## config.mk

```make
export PLATFORM = sky130hd
export DESIGN_NAME = master_port_flat
export DESIGN_NICKNAME = d
export VERILOG_FILES = /design/src/rtl/master_port_if.sv /design/src/rtl/master_port.sv /design/src/flat_wrapper.sv
export SDC_FILE = /design/constraint.sdc
export NUM_CORES = 1
export LEC_CHECK = 0
export ABC_CLOCK_PERIOD_IN_PS = 2000
export CORE_UTILIZATION = 47
export CTS_BUF_LIST = sky130_fd_sc_hd__clkbuf_8
export CTS_CLUSTER_DIAMETER = 30
export DETAILED_ROUTE_END_ITERATION = 12
export PLACE_DENSITY_LB_ADDON = 0.08
export SLEW_MARGIN = 20
export SYNTH_ARGS = -nofsm -noshare
export SYNTH_HDL_FRONTEND = slang
export SYNTH_SLANG_ARGS = --single-unit
```

## constraint.sdc

```tcl
create_clock -name clk -period 2 [get_ports clk]
set_input_delay 0.2 -clock clk [delete_from_list [all_inputs] [get_ports clk]]
set_output_delay 0.2 -clock clk [all_outputs]
set_load 0.01 [all_outputs]
```

## src/rtl/master_port_if.sv

```systemverilog
// Serial system-bus signals between one master port and one slave port.
interface master_port_if;
   logic mode;
   logic wr_bus;
   logic master_valid;
   logic slave_ready;
   logic rd_bus;
   logic slave_valid;
   logic master_ready;

   modport master (
      output mode, wr_bus, master_valid, master_ready,
      input  slave_ready, rd_bus, slave_valid
   );

   modport slave (
      input  mode, wr_bus, master_valid, master_ready,
      output slave_ready, rd_bus, slave_valid
   );
endinterface

```

## src/rtl/master_port.sv

```systemverilog
// Serial bus initiator: shifts {addr, wdata} out MSB-first, optionally collects
// a serial read return, then issues a one-cycle parallel response.
module master_port #(
   parameter int ADDR_WIDTH = 16,
   parameter int DATA_WIDTH = 8,
   parameter int TIMEOUT    = 64
) (
   input  logic                  clk,
   input  logic                  rst,
   input  logic                  req_valid,
   output logic                  req_ready,
   input  logic                  req_mode,
   input  logic [ADDR_WIDTH-1:0] req_addr,
   input  logic [DATA_WIDTH-1:0] req_wdata,
   output logic                  rsp_valid,
   output logic                  rsp_err,
   output logic [DATA_WIDTH-1:0] rsp_rdata,
   master_port_if.master         bus
);
   localparam int FW = ADDR_WIDTH + DATA_WIDTH;
   localparam int BW = $clog2(FW + 1);
   localparam int TW = $clog2(TIMEOUT + 1);
   localparam int RW = $clog2(DATA_WIDTH + 1);

   typedef enum logic [2:0] {IDLE, SHIFT, TRAIL, RD_WAIT, RD_DATA, RESP} state_t;

   state_t                state, state_nxt;
   logic [FW-1:0]         sh;
   logic                  mode_q;
   logic [BW-1:0]         bit_cnt;
   logic [TW-1:0]         tmo_cnt;
   logic [RW-1:0]         rd_cnt;
   logic [DATA_WIDTH-1:0] rd_sh;
   logic                  err_q;
   logic                  err_nxt;
   logic                  xfer;
   logic                  rd_take;

   always_ff @(posedge clk) begin
      if (rst) state <= IDLE;
      else     state <= state_nxt;
   end

   always_comb begin
      state_nxt = state;
      err_nxt   = 1'b0;
      xfer      = 1'b0;
      rd_take   = 1'b0;
      case (state)
         IDLE:    if (req_valid) state_nxt = SHIFT;
         // Bit 0 goes out unconditionally: the slave latches it while leaving idle.
         SHIFT: begin
            if (bit_cnt == '0 || bus.slave_ready) begin
               xfer = 1'b1;
               if (bit_cnt == BW'(FW - 1)) state_nxt = TRAIL;
            end else begin
               state_nxt = RESP;
               err_nxt   = 1'b1;
            end
         end
         TRAIL: begin
            if (!bus.slave_ready) begin
               state_nxt = RESP;
               err_nxt   = 1'b1;
            end else if (mode_q) state_nxt = RESP;
            else                 state_nxt = RD_WAIT;
         end
         RD_WAIT: begin
            if (bus.slave_valid) begin
               rd_take   = 1'b1;
               state_nxt = RD_DATA;
            end else if (tmo_cnt == TW'(TIMEOUT - 1)) begin
               state_nxt = RESP;
               err_nxt   = 1'b1;
            end
         end
         RD_DATA: begin
            if (bus.slave_valid) begin
               rd_take = 1'b1;
               if (rd_cnt == RW'(DATA_WIDTH - 1)) state_nxt = RESP;
            end
         end
         RESP:    state_nxt = IDLE;
         default: state_nxt = IDLE;
      endcase
   end

   always_ff @(posedge clk) begin
      if (rst) begin
         sh      <= '0;
         mode_q  <= 1'b0;
         bit_cnt <= '0;
         tmo_cnt <= '0;
         rd_cnt  <= '0;
         rd_sh   <= '0;
         err_q   <= 1'b0;
      end else begin
         err_q <= err_nxt;
         case (state)
            IDLE: begin
               bit_cnt <= '0;
               tmo_cnt <= '0;
               rd_cnt  <= '0;
               if (req_valid) begin
                  sh     <= {req_addr, req_wdata};
                  mode_q <= req_mode;
                  rd_sh  <= '0;
               end
            end
            SHIFT: begin
               if (xfer) begin
                  sh      <= sh << 1;
                  bit_cnt <= bit_cnt + 1'b1;
               end
            end
            RD_WAIT: if (tmo_cnt != TW'(TIMEOUT)) tmo_cnt <= tmo_cnt + 1'b1;
            default: ;
         endcase
         // Read data accumulates in place; it stays 0 for writes, aborts and timeouts.
         if (rd_take) begin
            rd_sh  <= {rd_sh[DATA_WIDTH-2:0], bus.rd_bus};
            rd_cnt <= rd_cnt + 1'b1;
         end
      end
   end

   assign req_ready        = (state == IDLE) && !rst;
   assign rsp_valid        = (state == RESP);
   assign rsp_err          = err_q;
   assign rsp_rdata        = rd_sh;
   assign bus.master_valid = (state == SHIFT) || (state == TRAIL);
   assign bus.mode         = bus.master_valid && mode_q;
   assign bus.wr_bus       = (state == SHIFT) && sh[FW-1];
   assign bus.master_ready = (state == RD_WAIT) || (state == RD_DATA);
endmodule

```

## src/flat_wrapper.sv

```systemverilog
// flat-port wrapper written by rule: the top's interface ports become plain ports
module master_port_flat 
#(
   parameter int ADDR_WIDTH = 16,
   parameter int DATA_WIDTH = 8,
   parameter int TIMEOUT    = 64
)
  (clk, rst, req_valid, req_ready, req_mode, req_addr, req_wdata, rsp_valid, rsp_err, rsp_rdata, bus_mode, bus_wr_bus, bus_master_valid, bus_master_ready, bus_slave_ready, bus_rd_bus, bus_slave_valid);
  master_port_if bus_i ();
  input  logic clk;
  input  logic rst;
  input  logic req_valid;
  output logic req_ready;
  input  logic req_mode;
  input  logic [ADDR_WIDTH-1:0] req_addr;
  input  logic [DATA_WIDTH-1:0] req_wdata;
  output logic rsp_valid;
  output logic rsp_err;
  output logic [DATA_WIDTH-1:0] rsp_rdata;
  output wire logic [$bits(bus_i.mode)-1:0] bus_mode;
  output wire logic [$bits(bus_i.wr_bus)-1:0] bus_wr_bus;
  output wire logic [$bits(bus_i.master_valid)-1:0] bus_master_valid;
  output wire logic [$bits(bus_i.master_ready)-1:0] bus_master_ready;
  input wire logic [$bits(bus_i.slave_ready)-1:0] bus_slave_ready;
  input wire logic [$bits(bus_i.rd_bus)-1:0] bus_rd_bus;
  input wire logic [$bits(bus_i.slave_valid)-1:0] bus_slave_valid;
  assign bus_mode = bus_i.mode;
  assign bus_wr_bus = bus_i.wr_bus;
  assign bus_master_valid = bus_i.master_valid;
  assign bus_master_ready = bus_i.master_ready;
  assign bus_i.slave_ready = bus_slave_ready;
  assign bus_i.rd_bus = bus_rd_bus;
  assign bus_i.slave_valid = bus_slave_valid;
  master_port #(.ADDR_WIDTH(ADDR_WIDTH), .DATA_WIDTH(DATA_WIDTH), .TIMEOUT(TIMEOUT)) u_core (.clk(clk), .rst(rst), .req_valid(req_valid), .req_ready(req_ready), .req_mode(req_mode), .req_addr(req_addr), .req_wdata(req_wdata), .rsp_valid(rsp_valid), .rsp_err(rsp_err), .rsp_rdata(rsp_rdata), .bus(bus_i));
endmodule
```

Word level (Yosys, flattened, before mapping)

Index checks and enable logic that the tools add are counted.

Word-level logic and storage cells: 78
Input bits: 31
Output and inout bits: 15
Register bits after elaboration: 53

Equality and inequality tests: 16
Mux-type cells: 31
Reduce and logical (&&, ||, !) cells: 20
Add/sub/neg operators: 3

Operator list:

| cell                | count |
|---|---|
| $mux 24             | 2 |
| $pmux 24 s2         | 1 |
| $mux 3              | 9 |
| $mux 8              | 3 |
| $pmux 3 s5          | 1 |
| $pmux 7 s2          | 1 |
| $pmux 5 s2          | 1 |
| $mux 1              | 8 |
| $mux 4              | 2 |
| $reduce_and 2->1    | 4 |
| $reduce_bool 2->1   | 4 |
| $add 7x1->7 const B | 1 |
| $eq 7x6->1 const B  | 1 |
| $mux 7              | 1 |
| $ne 7x7->1 const B  | 1 |
| $eq 3x2->1 const B  | 2 |
| $eq 3x3->1 const B  | 2 |
| $ne 2x1->1 const B  | 3 |
| $add 5x1->5 const B | 1 |
| $eq 5x5->1 const B  | 1 |
| $logic_not 5->1     | 1 |
| $mux 5              | 1 |
| $reduce_and 5->1    | 1 |
| $add 4x1->4 const B | 1 |
| other kinds (12)    | 17 |

Longest topological paths before layout

Depth in word-level cells: 6
Gate-level depth with buffers: 7
Gate-level depth less buffers: 6

Worst setup path after synthesis

OpenSTA, ideal clock, no wires.

Path type: register to register
From: register u_core.tmo_cnt[0]
To: register u_core.tmo_cnt[5]
Required time: 1879 ps
Setup slack: 283 ps
Setup time: 121 ps
Path buffers: 0
Cell stages (with the launch flop): 7
Arrival: 1596 ps
Clock period less this slack: 1717 ps
Path through: dfxtp_1 inv_1 ha_1 or4b_4 o21ai_4 a21oi_2 mux2_4

Longest elaborated chain between the ends: 3
Elaborated cells between the ends (all ways): 6
Those cells by class: 1 x add/sub; 2 x eq/ne; 2 x mux; 1 x reduce/logical

Ends and longest elaborated chain:

| item                                           | line               | text |
|---|---|---|
| start, declared                                | master_port.sv:31  | `logic [TW-1:0] tmo_cnt;` |
| start signal, assigned                         | master_port.sv:116 | `RD_WAIT: if (tmo_cnt != TW'(TIMEOUT)) tmo_cnt <= tmo_cnt + 1'b1;` |
| $add 7x1->7 or $ne 7x7->1 (tied branches)      | master_port.sv:116 |  |
| $mux 7 or $ne 2x1->1 (tied branches)           | n/a                |  |
| $pmux 7 s2 or $reduce_and 2->1 (tied branches) | n/a                |  |

Parallel ways exist; a longest one is shown, timed or not. The select of a mux whose other input is x is not followed.
A chain may end at the register's enable or synchronous reset.

Worst setup path after layout

From: register u_core.state[1]
To: output bus_mode

Longest elaborated chain between the ends: 3
Elaborated cells between the ends (all ways): 4
Those cells by class: 2 x eq/ne; 2 x reduce/logical

Ends and longest elaborated chain:

| item                                     | line               | text |
|---|---|---|
| start, declared                          | master_port.sv:27  | `state_t state, state_nxt;` |
| start signal, assigned                   | master_port.sv:41  | `else state <= state_nxt;` |
| $eq 3x1->1 or $eq 3x2->1 (tied branches) | master_port.sv:131 | `assign bus.master_valid = (state == SHIFT) \|\| (state == TRAIL);` |
| $logic_or 1x1->1 (*)                     | master_port.sv:131 |  |
| $logic_and 1x1->1 (*)                    | master_port.sv:132 | `assign bus.mode = bus.master_valid && mode_q;` |
| end, declared                            | flat_wrapper.sv:20 | `output wire logic [$bits(bus_i.mode)-1:0] bus_mode;` |

Mark *: on every way between the ends. The rest lies on a longest branch, timed or not.

==> reports/metrics.cfg <==
[drt]
drt_iter0_drc=91
vias_per_cell=5.614
via_count=2403
detail-route-antenna-nets=0
drt_first_pass_iters=4
totalWireLength_um=5987
drc_errors=0
avgRoutedWirePerCell_um=13.99

[layout]
multi_input_area_mm2=0.001496
drive_gt1_share_pct=11.52
layout.cells.non_filler=428
diodes=0
syn2layout_area_growth_pct=26.35
n_fill_cell=508
num-nets-final=391
seq_area_mm2=0.001070

[clock_network]
cts_tree=done
clkSlewWorstSetupHoldPaths_ns=0.10
cts_made_buffers=5
htreeDepth=2
clock_latency_ns=0.30
cts_max_path_buffers=2
clockRootBuffer=clkbuf_8
cts_sinks=53

[yosys]
synthCells=308
ys_seq_elements=53
ys_seq_area_share_pct=39.13
yosys_warnings=0
synth.avg_cell_area_um2=8.803
syn-num-nets=344
synth_edf_count=0
synth_top_area_cell=dfxtp_1
synthTopCellsByArea=dfxtp_1 (39%), mux2i_1 (8.9%), a211oi_1 (6.4%), nor3_1 (4.6%), nand3_1 (4.1%)
synth_top_area_share_pct=39.13
ys.flop_type=dfxtp_1
synth_cell_types=52
netlist_area_mm2=0.002711
async_flop_share_pct=0

[die]
start_util_pct=48.94
die_area_mm2=0.006076
die_w_um=77.95
io_pins=46
die_y_um=77.95
coreArea_mm2=0.005540
row_count=27

[global_routing]
gr-total-overflow=0
grt_use_total_pct=21.13
grt_pass1_vias=2301
grt_max_degree=30
antenna_found_initial=0
grt_pass1_wl_um=10470

[timing]
rsz0062_at_grt=false
hold_viol=0
worst_slew_pin_slew_ns=0.4146
period_share_pct=93.85
holdWs_ns=0.4361
finClkSkew_ns=0.006410
setup-tns-final_ns=0
fmaxAchievable_mhz=532.8
setup_ws_ns=0.1231
finalSetupViolations=0
slew_headroom_pct=72.19
slew_viol_final=0
fin_crit_ns=1.877

[critical_path]
crit_path_top_delay_cell=clkdlybuf4s50_1
path_cells=xnor2_1 > nor2_1 > and2_1 > clkdlybuf4s50_1
critical_path.max_stage_delay_ns=0.54
critical_path_required_ns=1.80
criticalPathCategory=flop to output port
cp.depth=4
crit_arrival_ns=1.68
worst-path-max-fanout=12
cp-start-kind=flop
reg2reg_depth=6
worst-path-buf-inv=1
crit_path_end_kind=output port
crit_family=buffers and inverters

[pwr]
power_density_mw_per_mm2=952.8
peakVddDrop_mv=0.4682
power_leakage_nw=1.245

[placement]
dp_worst_setup_slack_ns=0.2192
post-dp-hpwl_um=4217
gp_congestion=0.8191
placed_cells_incl_taps=420
port_buffers=45

[outcome]
status=finished, final reports clean

[job]
drv_cap=0

[worst_hold_path]
hold_path_depth=3
hp-class=input port to flop

[metal layers]
metal | track usage (%) | vias to the layer above | routed length [um]
met5 | 0 | - | 0
met4 | 6.667 | 0 | 102
met3 | 4.706 | 11 | 246
met2 | 34.69 | 51 | 2775
met1 | 27.42 | 1111 | 2863
li1 | - | 1230 | -
[worst min-delay path, cell delays in order]
cell and delay, ns:
clkdlybuf4s50_1 0.40, nand2_1 0.06, a21oi_1 0.05
[layout by cell type (no fill, tap or decap), drive strengths merged, types with 4 or more instances in the layout]
cell type      instances
ha                     5
nand3                 22
nor2                   9
clkdlybuf4s50         42
a211oi                23
buf                   20
and2                   6
o21ai                 13
nand2b                 4
nor3                  25
dfxtp                 53
inv                    7
clkbuf                 7
a21oi                 22
mux2i                 24
nand2                 24
[power by group]
group          switching [mW]  internal [mW]  leakage, nW  total [mW]
logic                   0.657          0.601        0.756        1.26
registers               0.110           1.23        0.435        1.34
clock network           0.349          0.314       0.0542       0.662
[sequential cells by signal, indices dropped and copies added (netlist names)]
| name | cells |
|---|---|
| u_core.rsp_err | 1 |
| u_core.state | 3 |
| u_core.rsp_rdata | 8 |
| u_core.tmo_cnt | 7 |
| u_core.rd_cnt | 4 |
| u_core.mode_q | 1 |
| u_core.sh | 24 |
| u_core.bit_cnt | 5 |
[cells in the mapped netlist, types with 2 or more instances]
library cell   n
a21oi_1       21
nor3b_1        2
clkbuf_1       6
xor2_1         2
nand2_1       24
a2111o_1       3
nor4_1         2
a211oi_1      23
and2_1         6
or3_1          3
buf_2         13
dfxtp_1       53
nand2b_1       4
o21ai_0       12
ha_1           5
buf_6          2
inv_1          7
nand4b_1       2
buf_1          2
o211ai_1       3
buf_4          2
nor3_1        25
and3_1         3
mux2i_1       24
o2111ai_1      3
nand3_1       22
nor2_1         9
[worst paths after layout]
check,end,slack [ns],from
worst max-delay path,bus_mode,0.12,u_core.state[1]
worst min-delay path,u_core.rsp_rdata[0],0.44,bus_rd_bus
worst max register to register,u_core.tmo_cnt[5],0.24,u_core.tmo_cnt[0]
worst min register to register,u_core.rsp_rdata[7],0.47,u_core.rsp_rdata[7]
[repair_timing]
item                       CTS  global route
gates resized for setup      6             3
hold buffers                 0             0
gates cloned                 0             0
setup buffers                0             0
setup endpoints to repair    5             2
[area by class of cell]
class,instances,area share [%]
clock buffer,7,2.812
clock inverter,1,0.1461
inverter,8,0.8766
multi-input combinational,222,43.68
sequential,53,31.23
tap,72,2.630
timing repair buffer,65,18.63
[logic make-up after synthesis]
kind of cell / count (synthesis) / share of synthesized area (%)
XOR/XNOR: 3 / 0.9693
flip-flops: 53 / 39.13
AO/OA/AOI/OAI: 79 / 20.35
adder cells (fa/ha/maj): 5 / 2.307
AND/OR/NAND/NOR: 110 / 21.83
buffers and inverters: 33 / 5.999
multiplexers: 25 / 9.414
[stage by stage]
step / power, mW / util [%] / cell area, um2
global placement: 2.608 / 59.80 / 3313
detailed placement: 2.623 / 59.80 / 3313
global route: 3.472 / 61.83 / 3426
finish: 3.264 / 61.83 / 3426
CTS: 3.286 / 61.70 / 3418
floorplan: 2.206 / - / 2711
Note: power is estimated with default switching activity, not from simulation.
